===== src/rtl/sa_pkg.sv =====
// Constants shared by the sine LUT, the twiddle generator and the FFT control.
package sa_pkg;

    localparam int unsigned ADDR_W  = 10;
    localparam int unsigned DATA_W  = 18;
    localparam int unsigned QUARTER = 2 ** (ADDR_W - 2);
    localparam int unsigned CNT_W   = 11;

    typedef enum logic [2:0] {
        IDLE   = 3'd0,
        WAIT_C = 3'd1,
        CAP_C  = 3'd2,
        CAP_S  = 3'd3,
        OUT    = 3'd4
    } tw_state_t;

endpackage


===== src/rtl/sat_negate.sv =====
// Two's-complement negation that saturates the most negative code to the most positive one.
module sat_negate #(
    parameter int unsigned W = 18
) (
    input  logic signed [W-1:0] x,
    output logic signed [W-1:0] y_c
);

    localparam logic signed [W-1:0] MIN_VAL = {1'b1, {(W-1){1'b0}}};
    localparam logic signed [W-1:0] MAX_VAL = {1'b0, {(W-1){1'b1}}};

    always_comb begin
        y_c = (x == MIN_VAL) ? MAX_VAL : -x;
    end

endmodule


===== src/rtl/twiddle_gen.sv =====
// Walks a phase sequence over one shared SIN_LUT port and emits (cos, +/-sin) twiddle pairs
// to the butterfly over a valid/ready handshake.
module twiddle_gen
    import sa_pkg::*;
#(
    parameter bit NEG_SIN = 1'b1
) (
    input  logic                     Clk,
    input  logic                     reset,
    input  logic                     start,
    input  logic [ADDR_W-1:0]        step,
    input  logic [CNT_W-1:0]         count,
    output logic [ADDR_W-1:0]        lut_addr,
    input  logic signed [DATA_W-1:0] lut_dout,
    output logic signed [DATA_W-1:0] tw_cos,
    output logic signed [DATA_W-1:0] tw_sin,
    output logic                     tw_valid,
    input  logic                     tw_ready,
    output logic                     busy,
    output logic                     done
);

    tw_state_t                state, state_n;
    logic [ADDR_W-1:0]        step_r, step_n;
    logic [ADDR_W-1:0]        phase, phase_n, phase_step;
    logic [CNT_W-1:0]         rem, rem_n;
    logic signed [DATA_W-1:0] cos_r, cos_n;
    logic [ADDR_W-1:0]        lut_addr_n;
    logic signed [DATA_W-1:0] tw_cos_n, tw_sin_n, neg_c;
    logic                     tw_valid_n, busy_n, done_n;

    sat_negate #(.W(DATA_W)) u_sat_negate (
        .x   (lut_dout),
        .y_c (neg_c)
    );

    always_ff @(posedge Clk) begin
        if (reset) begin
            state    <= IDLE;
            step_r   <= '0;
            phase    <= '0;
            rem      <= '0;
            cos_r    <= '0;
            lut_addr <= '0;
            tw_cos   <= '0;
            tw_sin   <= '0;
            tw_valid <= 1'b0;
            busy     <= 1'b0;
            done     <= 1'b0;
        end else begin
            state    <= state_n;
            step_r   <= step_n;
            phase    <= phase_n;
            rem      <= rem_n;
            cos_r    <= cos_n;
            lut_addr <= lut_addr_n;
            tw_cos   <= tw_cos_n;
            tw_sin   <= tw_sin_n;
            tw_valid <= tw_valid_n;
            busy     <= busy_n;
            done     <= done_n;
        end
    end

    // The cos address (phase+QUARTER) is presented first, then the sin address (phase).
    always_comb begin
        state_n    = state;
        step_n     = step_r;
        phase_n    = phase;
        rem_n      = rem;
        cos_n      = cos_r;
        lut_addr_n = lut_addr;
        tw_cos_n   = tw_cos;
        tw_sin_n   = tw_sin;
        tw_valid_n = tw_valid;
        busy_n     = busy;
        done_n     = 1'b0;
        phase_step = phase + step_r;

        unique case (state)
            IDLE: begin
                if (start) begin
                    if (count != '0) begin
                        step_n     = step;
                        rem_n      = count;
                        phase_n    = '0;
                        lut_addr_n = ADDR_W'(QUARTER);
                        busy_n     = 1'b1;
                        state_n    = WAIT_C;
                    end else begin
                        done_n = 1'b1;
                    end
                end
            end
            WAIT_C: begin
                lut_addr_n = phase;
                state_n    = CAP_C;
            end
            CAP_C: begin
                cos_n   = lut_dout;
                state_n = CAP_S;
            end
            CAP_S: begin
                tw_cos_n   = cos_r;
                tw_sin_n   = NEG_SIN ? neg_c : lut_dout;
                tw_valid_n = 1'b1;
                state_n    = OUT;
            end
            OUT: begin
                if (tw_ready) begin
                    tw_valid_n = 1'b0;
                    if (rem == CNT_W'(1)) begin
                        done_n  = 1'b1;
                        busy_n  = 1'b0;
                        state_n = IDLE;
                    end else begin
                        rem_n      = rem - CNT_W'(1);
                        phase_n    = phase_step;
                        lut_addr_n = phase_step + ADDR_W'(QUARTER);
                        state_n    = WAIT_C;
                    end
                end
            end
            default: state_n = IDLE;
        endcase
    end

endmodule


===== config.mk =====
export PLATFORM = sky130hd
export DESIGN_NAME = twiddle_gen
export DESIGN_NICKNAME = d
export VERILOG_FILES = /design/src/rtl/sa_pkg.sv /design/src/rtl/sat_negate.sv /design/src/rtl/twiddle_gen.sv
export SDC_FILE = /design/constraint.sdc
export NUM_CORES = 1
export LEC_CHECK = 0
export CELL_PAD_IN_SITES_DETAIL_PLACEMENT = 0
export CELL_PAD_IN_SITES_GLOBAL_PLACEMENT = 1
export CORE_AREA = 2 2 131 133
export DETAILED_ROUTE_END_ITERATION = 8
export DIE_AREA = 0 0 133 135
export DONT_BUFFER_PORTS = 1
export GPL_TIMING_DRIVEN = 1
export PLACE_DENSITY = 0.64
export SYNTH_ARGS = -nofsm -noshare
export SYNTH_HDL_FRONTEND = slang
export SYNTH_SLANG_ARGS = --single-unit

===== constraint.sdc =====
create_clock -name Clk -period 5.5 [get_ports Clk]
set_input_delay 0.275 -clock Clk [delete_from_list [all_inputs] [get_ports Clk]]
set_output_delay 0.275 -clock Clk [all_outputs]
set_load 0.02 [all_outputs]

==> impl_metrics.py <==
metrics = {
    "final_layout": {
        "fin_cells": 800,
        "nNetsFinal": 631,
        "antenna_cells": 0,
        "final_area_sq_um": 5320,
        "final_cell_mix": "nand2_1 (108), dfxtp_1 (101), nor2_1 (70), a21oi_1 (64), a211oi_1 (23)",
        "final_common_cell": "nand2_1",
        "area_growth_pct": 9.51,
        "fillers": 1728,
        "fin_util_pct": 32.4,
        "drive_gt1_share_pct": 7.24,
    },
    "clock_tree": {
        "cts_tree": "yes",
        "clk_pin_slew_ns": 0.07,
        "clock_path_buffers": 2,
        "root_buffer": "clkbuf_16",
        "hold_buffers": 2,
        "cts_setup_buffers": 0,
        "numCtsBuffers": 9,
        "cts_max_level": 3,
        "cts_resized": 0,
        "cts.sinks": 101,
        "clk_latency_ns": 0.35,
    },
    "floorplan": {
        "ioPinCount": 92,
        "dieArea_sq_um": 18000,
        "initial_utilization_pct": 29.6,
        "num_rows": 47,
        "die_h_microns": 135,
        "die_w_microns": 133,
        "core-area_sq_um": 16400,
    },
    "routing": {
        "vias": 4140,
        "ant_nets": 0,
        "viasPerCell": 5.18,
        "drt_iter0_drc": 183,
        "drt-pass1-iter-count": 4,
        "drc": 0,
        "routed_wl_microns": 13100,
        "avgRoutedWirePerCell_microns": 16.4,
    },
    "status": {
        "outcome": "finished clean",
    },
    "pwr": {
        "p_per_area_nw_per_um2": 319,
        "switchingPower_uw": 456,
        "p_clk_share_pct": 41.0,
        "ir_drop_v": 0.000187,
        "seqPwrFrac_pct": 47.7,
        "combinationalPowerShare_pct": 11.3,
        "swShare_pct": 26.9,
        "intPower_uw": 1240,
        "p_leak_uw": 0.00188,
    },
    "place": {
        "dp.cells": 782,
        "port_buffers": 0,
        "placed_area_sq_um": 4960,
        "place_congestion": 0.812,
        "place_hpwl_microns": 9150,
    },
    "grt": {
        "grt_pass1_wl_microns": 20700,
        "grt_pass1_vias": 3920,
        "antenna_found_initial": 0,
        "overflow": 0,
        "grt_usage_pct": 14.7,
        "grt_max_degree": 95,
    },
    "logic_synthesis": {
        "yosysSeqAreaShare_pct": 41.6,
        "syn_area_per_cell_sq_um": 8.18,
        "synth_seq_cells": 101,
        "async_flop_share_pct": 0,
        "synth_edf_count": 0,
        "ys_types": 68,
        "synth_ff_type": "dfxtp_1",
        "yosys_warnings": 0,
        "synth_cells": 594,
        "syn-cell-area_sq_um": 4860,
        "syn_nets": 650,
    },
    "setup_path": {
        "arrival_ns": 3.00,
        "crit_type": "flip-flop to flip-flop",
        "worstPathRequired_ns": 5.78,
        "endpoint_kind": "flip-flop",
        "path_max_fanout": 19,
        "startpoint_type": "flip-flop",
        "reg2reg_depth": 8,
    },
    "sta": {
        "fin_worst_skew_ns": 0.00696,
        "min_period_ns": 2.72,
        "finalCritPeriodShare_pct": 49.5,
        "hold_viol_final": 0,
        "setup_violations": 0,
        "finalSetupTns_ns": 0,
        "rsz0062_at_grt": "false",
        "worstMarginPinSlew_ns": 0.980,
        "relSlewSlack_pct": 34.4,
        "fmax_mhz": 367,
        "slew_violations": 0,
    },
    "min_path": {
        "hold_class": "primary input to flip-flop",
        "hold_path_depth": 1,
    },
    "job": {
        "drv_cap": 0,
    },
}
## critical path, stage by stage (launching register included)
cell     delay, ns
dfxtp_1       0.31
inv_1         0.12
ha_1          0.17
or4b_2        0.59
or4_4         0.48
a22oi_4       0.54
and2_0        0.21
a31oi_1       0.05
a21oi_2       0.18
## path summary, 6_finish.rpt
check	startpoint	end	slack, ns
worst max-delay path	rem[1]	phase[9]	2.78
worst min register to register	cos_r[13]	tw_cos[13]	0.46
worst max register to register	rem[1]	phase[9]	2.78
worst min-delay path	reset	done	0.03
## flip-flops by register name, summed over array words and instances (netlist names)
signal / flops
cos_r: 18
tw_cos: 18
tw_sin: 18
rem: 11
lut_addr: 10
phase: 10
step_r: 10
state: 3
busy: 1
done: 1
tw_valid: 1
## layer usage
metal	vias up	GRT usage, %	part of all wire (%)
met1	1974	16.4	41
met2	100	25.3	48
met4	0	4.84	1.2
met3	11	6.53	9.3
li1	2055	-	-
met5	-	0	0
## logic make-up after synthesis
family,Yosys count,share of synthesized area [%]
adder cells (fa/ha/maj),13,3.50
multiplexers,10,2.06
XOR/XNOR,15,2.70
flip-flops,101,41.6
AO/OA/AOI/OAI,152,20.8
buffers and inverters,45,4.95
AND/OR/NAND/NOR,258,24.4
## metrics by stage
stage / setup WS, ns / power [uW] / hold slack, ns
final: 2.78 / 1700 / 0.0253
after global routing: 2.59 / 1770 / 0.0131
after CTS: 2.78 / 1720 / 0.00569
after detailed placement: 2.81 / 1010 / 0.350
after global placement: 2.83 / 1000 / 0.351
after floorplan: 3.20 / 981 / 0.409
## synth_stat cells (all sizes together), types with 4 or more instances
master	n	share of area, %
clkbuf	24	2.3
mux2i	10	2.1
a21oi	66	7.0
nand3	13	1.4
dfxtp	101	42
inv	11	0.85
a211oi	25	4.1
xor2	11	2.0
xnor2	4	0.72
nor4	6	0.90
or4	10	1.7
nor3	21	2.2
a22oi	10	1.8
ha	12	3.1
o31ai	4	0.62
nand2b	4	0.52
and2	4	0.52
buf	10	1.8
o21ai	17	1.8
nor2	70	5.4
nand3b	4	0.70
o21a	6	0.93
nand2	110	8.6
## power by group through the flow
stage | clock, uW | sequential (uW) | combinational (uW)
2_1_floorplan | 0 | 815 | 166
3_3_place_gp | 0 | 826 | 175
3_5_place_dp | 0 | 827 | 179
4_1_cts | 719 | 810 | 195
5_1_grt | 744 | 815 | 215
6_report | 695 | 810 | 192
## area by class of cell
class                   instances  area (sq um)  share of cell area [%]
clock buffers                  10           229                    4.30
clock inverters                 6          93.8                    1.76
inverters                      11          41.3                   0.776
multi-input cells             448          2610                    49.0
flip-flops and latches        101          2020                    38.0
well taps                     220           275                    5.18
repair buffers                  4          52.6                   0.988
No activity file was read; power rests on OpenSTA's default activity.
